## src/rtl/if_fetch_unit.sv

```systemverilog
// Instruction-fetch front end: one-line (64-bit) buffer over a valid/ready read bus.
// Sequential fetches within a line hit combinationally; redirects discard in-flight responses.
module if_fetch_unit #(
  parameter logic [60:0] RESET_TAG = 61'h0
) (
  input  logic        clk,
  input  logic        rst,
  input  logic [63:0] pc_i,
  input  logic        pc_en_i,
  input  logic        flush_i,
  output logic [31:0] inst_o,
  output logic        inst_valid_o,
  output logic        fetch_stall_o,
  output logic        fetch_err_o,
  output logic        mem_req_valid_o,
  input  logic        mem_req_ready_i,
  output logic [63:0] mem_req_addr_o,
  input  logic        mem_resp_valid_i,
  input  logic [63:0] mem_resp_data_i,
  input  logic        mem_resp_err_i
);

  localparam int unsigned XLEN = 64;
  localparam int unsigned TAGW = 61;

  typedef enum logic [1:0] {IDLE, REQ, WAIT, DROP} state_t;

  state_t            state;
  logic              buf_valid;
  logic [TAGW-1:0]   tag;
  logic [XLEN-1:0]   data;
  logic              flush_pend;

  logic aligned;
  logic hit;
  logic misalign;
  logic start;

  assign aligned  = (pc_i[1:0] == 2'b00);
  assign hit      = buf_valid & pc_en_i & (pc_i[63:3] == tag) & aligned & ~fetch_err_o;
  assign misalign = pc_en_i & ~aligned;
  assign start    = pc_en_i & ~hit & aligned & ~fetch_err_o & ~flush_i;

  assign inst_o        = pc_i[2] ? data[63:32] : data[31:0];
  assign inst_valid_o  = hit;
  // Any open transaction stalls unless the current PC is already buffered.
  assign fetch_stall_o = ~rst & ~hit & ((state != IDLE) | (pc_en_i & ~fetch_err_o));

  always_ff @(posedge clk or posedge rst) begin
    if (rst) begin
      state           <= IDLE;
      buf_valid       <= 1'b0;
      tag             <= RESET_TAG;
      data            <= '0;
      flush_pend      <= 1'b0;
      fetch_err_o     <= 1'b0;
      mem_req_valid_o <= 1'b0;
      mem_req_addr_o  <= '0;
    end else begin
      if (flush_i) begin
        fetch_err_o <= 1'b0;
      end else if (misalign) begin
        fetch_err_o <= 1'b1;
      end

      case (state)
        IDLE: begin
          if (start) begin
            mem_req_addr_o  <= {pc_i[63:3], 3'b000};
            mem_req_valid_o <= 1'b1;
            flush_pend      <= 1'b0;
            state           <= REQ;
          end
        end
        REQ: begin
          // Valid is never withdrawn; a flush here only marks the response for discard.
          if (mem_req_ready_i) begin
            mem_req_valid_o <= 1'b0;
            flush_pend      <= 1'b0;
            state           <= (flush_i | flush_pend) ? DROP : WAIT;
          end else if (flush_i) begin
            flush_pend <= 1'b1;
          end
        end
        WAIT: begin
          if (mem_resp_valid_i) begin
            state <= IDLE;
            if (!flush_i) begin
              if (mem_resp_err_i) begin
                fetch_err_o <= 1'b1;
                buf_valid   <= 1'b0;
              end else begin
                data      <= mem_resp_data_i;
                tag       <= mem_req_addr_o[63:3];
                buf_valid <= 1'b1;
              end
            end
          end else if (flush_i) begin
            state <= DROP;
          end
        end
        DROP: begin
          if (mem_resp_valid_i) begin
            state <= IDLE;
          end
        end
        default: state <= IDLE;
      endcase
    end
  end

  // A response is only legal while one is outstanding.
  resp_only_when_outstanding: assert property (
    @(posedge clk) disable iff (rst)
    mem_resp_valid_i |-> (state == WAIT || state == DROP)
  );

endmodule

```

## config.mk

```make
export PLATFORM = sky130hd
export DESIGN_NAME = if_fetch_unit
export DESIGN_NICKNAME = d
export VERILOG_FILES = /design/src/rtl/if_fetch_unit.sv
export SDC_FILE = /design/constraint.sdc
export NUM_CORES = 1
export LEC_CHECK = 0
export CAP_MARGIN = 20
export CORE_AREA = 5 5 140 142
export DETAILED_ROUTE_END_ITERATION = 8
export DIE_AREA = 0 0 145 147
export HOLD_SLACK_MARGIN = 0.03
export PLACE_DENSITY_LB_ADDON = 0.08
export SETUP_SLACK_MARGIN = 0.15
export SYNTH_ARGS = -nofsm -noshare
export SYNTH_HDL_FRONTEND = slang
export SYNTH_SLANG_ARGS = --single-unit
```

## constraint.sdc

```tcl
create_clock -name clk -period 7.9 [get_ports clk]
set_input_delay 1.58 -clock clk [delete_from_list [all_inputs] [get_ports clk]]
set_output_delay 1.58 -clock clk [all_outputs]
set_load 0.1 [all_outputs]
```

==> results of run 1 <==
==> metal layers <==
layer / vias to the layer above / global-route usage, % / wire length, um
met5: - / 0 / 7
met4: 2 / 5.98 / 403
met3: 30 / 5.77 / 1230
met2: 155 / 30.4 / 9700
met1: 2685 / 23.7 / 8520
li1: 2489 / - / -
==> cell families (layout without fill, tap and decap cells) <==
kind of cell	Yosys count	after routing
other	1	3
buffers and inverters	46	287
DFF	192	192
muxes	211	211
and+or+nand+nor	47	47
AOI/OAI and AO/OA	32	32
xor gates and xnor gates	47	47
==> placed cells by master (no fill, tap or decap), types with 3 or more instances in the layout <==
master,instances
clkdlybuf4s50_1,230
dfrtp_1,192
mux2_2,152
mux2_4,59
xnor2_1,27
xor2_1,20
inv_1,17
clkbuf_16,17
o21ai_0,13
nand2_1,11
nand4_1,9
buf_4,8
nor4_1,7
nand2b_1,6
o22ai_1,4
nor2_1,4
nor2b_1,3
nor4_4,3
conb_1,3
clkinv_2,3
clkinv_4,3
clkinvlp_4,3
==> critical path: stages <==
cell	delay, ns
clkdlybuf4s50_1	0.50
xnor2_1	0.14
nand4_1	0.17
nor4_1	0.62
nand4_1	0.27
nor4_4	0.34
nor4b_2	0.32
a211oi_1	0.08
clkdlybuf4s50_1	0.98
==> sequential cells by signal, indices dropped and copies added (netlist names) <==
name / cells
state: 2
buf_valid: 1
data: 64
tag: 61
fetch_err_o: 1
mem_req_valid_o: 1
flush_pend: 1
mem_req_addr_o: 61
==> Yosys cell counts, types with 2 or more instances <==
cell	instances	area [um^2]
nor2b_1	3	18.8
nand4_1	9	56.3
buf_6	6	67.6
a2111oi_0	2	17.5
o2111ai_1	2	17.5
buf_1	3	11.3
a21oi_1	2	10.0
mux2_4	59	886
clkbuf_1	9	33.8
buf_4	3	22.5
o21ai_0	13	65.1
xnor2_1	27	236
nor4_1	7	43.8
nor4_4	2	42.5
inv_1	18	67.6
dfrtp_1	192	4800
nand3_1	2	10.0
buf_2	7	35.0
nor2_1	4	15.0
nand2b_1	6	37.5
mux2_2	152	1710
xor2_1	20	175
o22ai_1	4	25.0
nand2_1	11	41.3
==> metrics by stage <==
step           std cells  hold WS [ns]  cell area, um^2  utilization (%)  worst slack [ns]
2_1_floorplan        578         0.469             8570                -             0.543
3_3_place_gp        1022         0.483            11100             60.4              1.34
3_5_place_dp        1022         0.491            11100             60.4              1.33
4_1_cts             1053         0.509            11600             63.4              1.31
5_1_grt             1053         0.518            11600             63.4              1.19
6_report            1053         0.501            11600             63.4              1.31
==> worst max path at each step <==
| stage | slack, ns | cells past startpoint | start | end |
|---|---|---|---|---|
| finish | 1.31 | 9 | pc_i[36] | fetch_stall_o |
| floorplan | 0.54 | 7 | pc_i[30] | fetch_stall_o |
| global placement | 1.34 | 9 | pc_i[36] | fetch_stall_o |
| detailed placement | 1.33 | 9 | pc_i[42] | fetch_stall_o |
| CTS | 1.31 | 9 | pc_i[36] | fetch_stall_o |
| global route | 1.19 | 9 | pc_i[42] | fetch_stall_o |
==> area by class of cell <==
class / instances / area (um^2)
timing repair buffer: 238 / 2360
inverter: 18 / 75.1
multi-input combinational: 340 / 3540
fill: 1389 / 6700
clock inverter: 12 / 111
clock buffer: 19 / 443
sequential: 192 / 4800
tap: 234 / 293
==> impl_metrics.toml, run 1 <==
[worst_hold_path]
hold_end = "data[51]$_DFFE_PP0P_"
min_delay_path_depth = 1
min_path_type = "reg2reg"
min-delay-start = "data[51]$_DFFE_PP0P_"

[synthesis]
synth_top_family_by_area = "multiplexers"
synth_edf_count = 0
syn_area_per_cell_um2 = 14.9
synth.distinct_cells = 37
synth_fa_ha_area_share_pct = 0
ys.flop_type = "dfrtp_1"
syn_inst = 576
synth_area_um2 = 8560
yosys_warnings = 0
yosys.area_share.simple_pct = 3.44
synth-xor-area-share_pct = 4.81
synthArstFlopShare_pct = 100
seq_area_frac_synth_pct = 56.1
synth_compound_area_share_pct = 2.44
muxShareOfSynthArea_pct = 30.4
ys_seq_elements = 192

[layout]
drive_gt1_share_pct = 31.0
area_growth_pct = 35.9
nets = 942
n_antenna_cell = 0

[routing]
num_vias = 5361
ant_nets = 0
drc = 0
wl_mm = 19.9
firstDrtPassIters = 4
drt-vias-per-instance = 5.09
drt_iter0_markers = 173
wl_per_cell_um = 18.9

[clock_network]
cts-root-buf = "clkbuf_16"
clk_latency_ns = 0.43
clockBufferDepth = 2
postCtsHoldBufs = 0
numClockSinks = 192
post-cts-setup-buffers = 0
cts_buffers = 17
cts_resized = 0
clk_pin_slew_ns = 0.07
cts_tree = "built"
cts_htree_levels = 4

[worst_setup_path]
reg2reg_from = "tag[33]$_DFFE_PP0P_"
cp_data_arrival_time_ns = 5.01
reg2regPathDepth = 8
r2r_end = "mem_req_addr_o[42]$_DFFE_PP0P_"
crit_type = "in2out"
cp.required_ns = 6.32
start_kind = "input port"
regToRegSetupSlack_ns = 4.92
path_max_fanout = 4
critPathCaptureType = "output pin"

[floorplan]
ioPinCount = 235
fp.coreArea_um2 = 18300
dieHeight_um = 147
initial_utilization_pct = 46.7
die_area_um2 = 21300
die_w_um = 145
rows = 50

[timing]
min_period_over_period_pct = 83.5
finalHoldViolCount = 0
slew_headroom_pct = 31.0
fin_tns_setup_ns = 0
min_period_ns = 6.59
skew_ns = 0.0129
finalSetupViolCount = 0
max_freq_ghz = 0.152
rsz0062_at_grt = "no"
slew_viol_final = 0
worst_pin_slew_ns = 1.03

[global_routing]
grt_pass1_vias = 5927
grt_max_degree = 120
antenna_found_initial = 1
overflow = 0
grt_usage_pct = 18.6
grt_pass1_wl_mm = 31.9

[run_status]
status = "finished clean"

[placed_design]
dp_hpwl_mm = 14.3
numPortBuffers = 231
gp_congestion = 0.834

[run]
drv_cap = 0
Power of run 1 is left out: the tool's default activity adds up to more than one toggle a clock period on the data nets, which glitch-free logic cannot reach.
==> run 2, diff against run 1 <==
==> constraint.sdc (replaced) <==
create_clock -name clk -period 6.8 [get_ports clk]
set_input_delay 1.36 -clock clk [delete_from_list [all_inputs] [get_ports clk]]
set_output_delay 1.36 -clock clk [all_outputs]
set_load 0.1 [all_outputs]
==> run 2 against run 1 <==
Compared with the run above:
- final cell count about the same
- clock-buffer cell count decreased by 1
- sequential share of layout area decreased by 0.076 points
- clock skew decreased by 0.0030 ns
- sequential cell count unchanged
- setup slack improved by 0.10 ns
- register-to-register slack got worse by 1.2 ns
- global-route usage increased by 0.42 points
- critical path depth decreased by 1
- core utilization increased by 0.12 points
==> impl_metrics.toml, run 2 (synthesis gave the netlist of run 1 again) <==
[run_status]
status = "finished clean"

[layout]
layout_common_cells = "clkdlybuf4s50_1, dfrtp_1, mux2_2"
final_common_cell = "clkdlybuf4s50_1"
largest_reg_flops = 64
nets = 942
n_antenna_cell = 0
drive_gt1_share_pct = 34.4
layoutNonFillerInstCount = 1052
area_growth_pct = 36.1
regMostFlops = "data"
reg_top3 = "data x64, mem_req_addr_o x61, tag x61"
fillers = 1426

[timing]
skew_ns = 0.00984
max_freq_ghz = 0.186
finalHoldViolCount = 0
min_period_ns = 5.39
worst_pin_slew_ns = 1.03
finalSetupViolCount = 0
slew_headroom_pct = 31.0
fin_tns_setup_ns = 0
rsz0062_at_grt = "no"
slew_viol_final = 0
min_period_over_period_pct = 79.3
setup_slack_ns = 1.41

[routing]
drt_iter0_markers = 149
drt-vias-per-instance = 5.12
ant_nets = 0
drc = 0
num_vias = 5384
wl_per_cell_um = 19.1
firstDrtPassIters = 4
wl_mm = 20.1

[worst_hold_path]
hold_end = "mem_req_valid_o$_DFFE_PP0P_"
min_delay_path_depth = 1
min_path_type = "reg2reg"
min-delay-start = "mem_req_valid_o$_DFFE_PP0P_"

[worst_setup_path]
start_kind = "input port"
crit_chain = "clkdlybuf4s50_1, xnor2_1, nand4_1, nor4_1, nand4_1, nor4_4, nor4b_4, buf_4"
max_stage_delay_ns = 0.62
crit_type = "in2out"
cp_common_cell = "nand4_1"
reg2regPathDepth = 8
cp.required_ns = 5.44
crit_path_top_delay_cell = "nor4_1"
critPathCaptureType = "output pin"
regToRegSetupSlack_ns = 3.76
r2r_end = "mem_req_addr_o[45]$_DFFE_PP0P_"
cp_data_arrival_time_ns = 4.03
path_max_fanout = 4
reg2reg_from = "tag[23]$_DFFE_PP0P_"

[floorplan]
die_area_um2 = 21300
fp.coreArea_um2 = 18300
dieHeight_um = 147
initial_utilization_pct = 46.7
ioPinCount = 235
rows = 50
die_w_um = 145

[global_routing]
grt_usage_pct = 19.0
overflow = 0
antenna_found_initial = 0
grt_max_degree = 130
grt_pass1_wl_mm = 32.7
grt_pass1_vias = 6091

[clock_network]
postCtsHoldBufs = 0
cts-root-buf = "clkbuf_16"
cts_resized = 0
clk_latency_ns = 0.42
clk_pin_slew_ns = 0.07
numClockSinks = 192
post-cts-setup-buffers = 0
cts_tree = "built"
cts_htree_levels = 4
cts_buffers = 17
clockBufferDepth = 2

[placed_design]
dpl.cell_count = 1022
gp_congestion = 0.824
place_ws_ns = 1.35
dp_hpwl_mm = 14.3
numPortBuffers = 231

[run]
drv_cap = 0
-- run 2: changes by cell type in the layout (fill, tap and decap cells not counted), sizes merged --
cell,before,now
clkbuf,19,18
buf,8,36
bufinv,1,5
clkdlybuf4s50,230,202
inv,20,22
clkinv,6,0
-- run 2: metal layers --
layer	share of wire [%]	global-route usage, %	vias to the layer above
met3	5.2	5.55	22
met2	51	32.2	155
li1	-	-	2490
met4	1.4	5.27	0
met1	43	23.8	2717
met5	0	0	-
-- run 2: cell type report --
class / count / area [um^2] / area share (%)
sequential: 192 / 4800 / 41.2
tap: 234 / 293 / 2.51
timing repair buffer: 238 / 2290 / 19.7
clock inverter: 12 / 208 / 1.78
inverter: 18 / 75.1 / 0.644
clock buffer: 18 / 429 / 3.68
multi-input combinational: 340 / 3550 / 30.5
-- run 2: worst max path at each step --
stage                            endpoint     start  slack [ns]  cells past startpoint
finish                       inst_valid_o  pc_i[26]        1.41                      8
global route                 inst_valid_o  pc_i[62]        1.23                      8
CTS                          inst_valid_o  pc_i[62]        1.33                      8
detailed placement           inst_valid_o  pc_i[62]        1.35                      8
global placement             inst_valid_o  pc_i[62]        1.43                      8
floorplan           buf_valid$_DFFE_PP0P_       rst        0.21                      1
-- run 2: critical path, delay by kind of cell --
family / cells / cell delay, ns
xor+xnor: 1 / 0.13
buf+inv: 2 / 0.84
simple gates: 5 / 1.69
-- run 2: through the flow --
step	utilization [%]	area, um^2	hold slack [ns]
detailed placement	60.1	11000	0.478
global route	63.5	11600	0.519
CTS	63.5	11600	0.494
finish	63.5	11600	0.500
floorplan	-	8580	0.469
global placement	60.1	11000	0.471
Power of run 2 is left out for the same reason.
==> run 3, diff against run 2 <==
--- a/config.mk
+++ b/config.mk
@@ -6,9 +6,9 @@
 export NUM_CORES = 1
 export LEC_CHECK = 0
 export CAP_MARGIN = 20
-export CORE_AREA = 5 5 140 142
+export CORE_AREA = 5 5 146 148
 export DETAILED_ROUTE_END_ITERATION = 8
-export DIE_AREA = 0 0 145 147
+export DIE_AREA = 0 0 151 153
 export HOLD_SLACK_MARGIN = 0.03
 export PLACE_DENSITY_LB_ADDON = 0.08
 export SETUP_SLACK_MARGIN = 0.15
==> constraint.sdc (replaced) <==
create_clock -name clk -period 4.5 [get_ports clk]
set_input_delay 0.9 -clock clk [delete_from_list [all_inputs] [get_ports clk]]
set_output_delay 0.9 -clock clk [all_outputs]
set_load 0.1 [all_outputs]
==> run 3 against run 2 <==
Compared with the run above:
- sequential cell count is the same
- clock-buffer cell count grew 1
- worst hold slack gained 0.0020 ns
- global-route usage shrank 1.1 points
- critical path type unchanged
- core utilization shrank 3.0 points
- die area grew 8.4%
- highest routed layer unchanged
==> impl_metrics.toml, run 3 (synthesis gave the netlist of run 1 again) <==
[clock_network]
numClockSinks = 192
cts_htree_levels = 4
clk_pin_slew_ns = 0.07
clockBufferDepth = 2
postCtsHoldBufs = 0
cts_tree = "built"
clk_latency_ns = 0.43
cts_buffers = 17
cts-root-buf = "clkbuf_16"

[worst_setup_path]
path_max_fanout = 2
crit_type = "in2out"
max_stage_delay_ns = 0.49
critPathBufInv = 2
cp_top_family = "simple AND/OR/NAND/NOR gates"
crit_path_top_delay_cell = "clkdlybuf4s50_1"
critPathCaptureType = "output pin"
cp.required_ns = 3.60
cp_data_arrival_time_ns = 3.25
start_kind = "input port"
crit_chain = "clkdlybuf4s50_1, xnor2_1, o221ai_1, a2111oi_0, nand4_1, nor4_4, nor4b_4, a211oi_1, buf_12"

[timing]
min_period_ns = 4.15
worst_pin_slew_ns = 1.07
slew_headroom_pct = 28.9
min_period_over_period_pct = 92.2
rsz0062_at_grt = "no"
finalHoldViolCount = 0
max_freq_ghz = 0.241
skew_ns = 0.0108
setup_slack_ns = 0.353
slew_viol_final = 0
finalSetupViolCount = 0

[placed_design]
dpl.cell_count = 1058
numPortBuffers = 231
dp_hpwl_mm = 14.3
gp_congestion = 0.782
placed_area_um2 = 11500
place_ws_ns = 0.266

[routing]
num_vias = 5367
drt-vias-per-instance = 4.92
wl_per_cell_um = 18.6
wl_mm = 20.3
ant_nets = 0
drc = 0
drt_iter0_markers = 180
firstDrtPassIters = 4

[floorplan]
die_w_um = 151
initial_utilization_pct = 43.0
ioPinCount = 235
dieHeight_um = 153
die_area_um2 = 23100
fp.coreArea_um2 = 19900
rows = 52

[run_status]
status = "finished clean"

[global_routing]
grt_pass1_wl_mm = 32.5
grt_max_degree = 193
overflow = 0
grt_usage_pct = 17.9
grt_pass1_vias = 6003
antenna_found_initial = 1

[worst_hold_path]
min_path_type = "reg2reg"

[layout]
layoutNonFillerInstCount = 1091
reg_top3 = "data x64, mem_req_addr_o x61, tag x61"
fillers = 1576
area_growth_pct = 40.8
final_common_cell = "clkdlybuf4s50_1"
regMostFlops = "data"
nets = 942
stdcell_area_um2 = 12100
post-route-util_pct = 60.5
largest_reg_flops = 64
drive_gt1_share_pct = 35.1
layout_common_cells = "clkdlybuf4s50_1, dfrtp_1, mux2_2"

[run]
drv_cap = 0
[run 3: cell types whose count changed in the layout (fill, tap and decap cells not counted), sizes merged]
cell	delta
clkdlybuf4s50	-5
buf	+5
clkbuf	+1
bufinv	-5
clkinvlp	+1
clkinv	+5
diode	+1
[run 3: path summary, 6_finish.rpt]
kind	startpoint	to	slack [ns]	depth (start not counted)
setup / recovery	pc_i[30]	fetch_stall_o	0.35	9
hold / removal	data[47]$_DFFE_PP0P_	data[47]$_DFFE_PP0P_	0.50	1
setup reg to reg	tag[27]$_DFFE_PP0P_	mem_req_addr_o[7]$_DFFE_PP0P_	1.85	9
hold reg to reg	data[47]$_DFFE_PP0P_	data[47]$_DFFE_PP0P_	0.50	1
max in group asynchronous	rst	tag[13]$_DFFE_PP0P_	2.55	3
min in group asynchronous	rst	fetch_err_o$_DFF_PP0_	1.15	3
[run 3: repair_timing]
item	in CTS	in global routing
endpoints found under the setup margin	0	1
gates resized for setup	0	1
setup buffers	0	0
[run 3: layout make-up]
cell class	count	area (um^2)	area share, %
Sequential cell	192	4800	39.9
Multi-Input combinational cell	340	3550	29.5
Timing Repair Buffer	238	2740	22.8
Clock buffer	19	433	3.59
Tap cell	270	338	2.80
Clock inverter	13	108	0.893
Inverter	18	71.3	0.592
Antenna cell	1	2.50	0.0208
[run 3: worst register-to-register path: stages, from the launching register on]
cell	delay [ns]
dfrtp_1	0.40
xnor2_1	0.16
o221ai_1	0.14
a2111oi_0	0.39
nand4_1	0.20
nor4_4	0.36
buf_4	0.18
nor4_4	0.05
buf_12	0.23
mux2_4	0.42
[run 3: per-layer routing]
| metal | wire, um | global-route usage [%] | vias to the layer above |
|---|---|---|---|
| met4 | 348 | 5.70 | 0 |
| li1 | - | - | 2495 |
| met1 | 8530 | 22.9 | 2695 |
| met3 | 1170 | 4.92 | 19 |
| met5 | 0 | 0 | - |
| met2 | 10300 | 29.5 | 158 |
[run 3: stage by stage]
| stage | hold WS [ns] | TNS (ns) |
|---|---|---|
| after floorplan | 0.469 | -0.492 |
| after global placement | 0.476 | 0 |
| after detailed placement | 0.490 | 0 |
| after CTS | 0.507 | 0 |
| after global routing | 0.520 | 0 |
| final | 0.502 | 0 |
Power of run 3 is left out for the same reason.
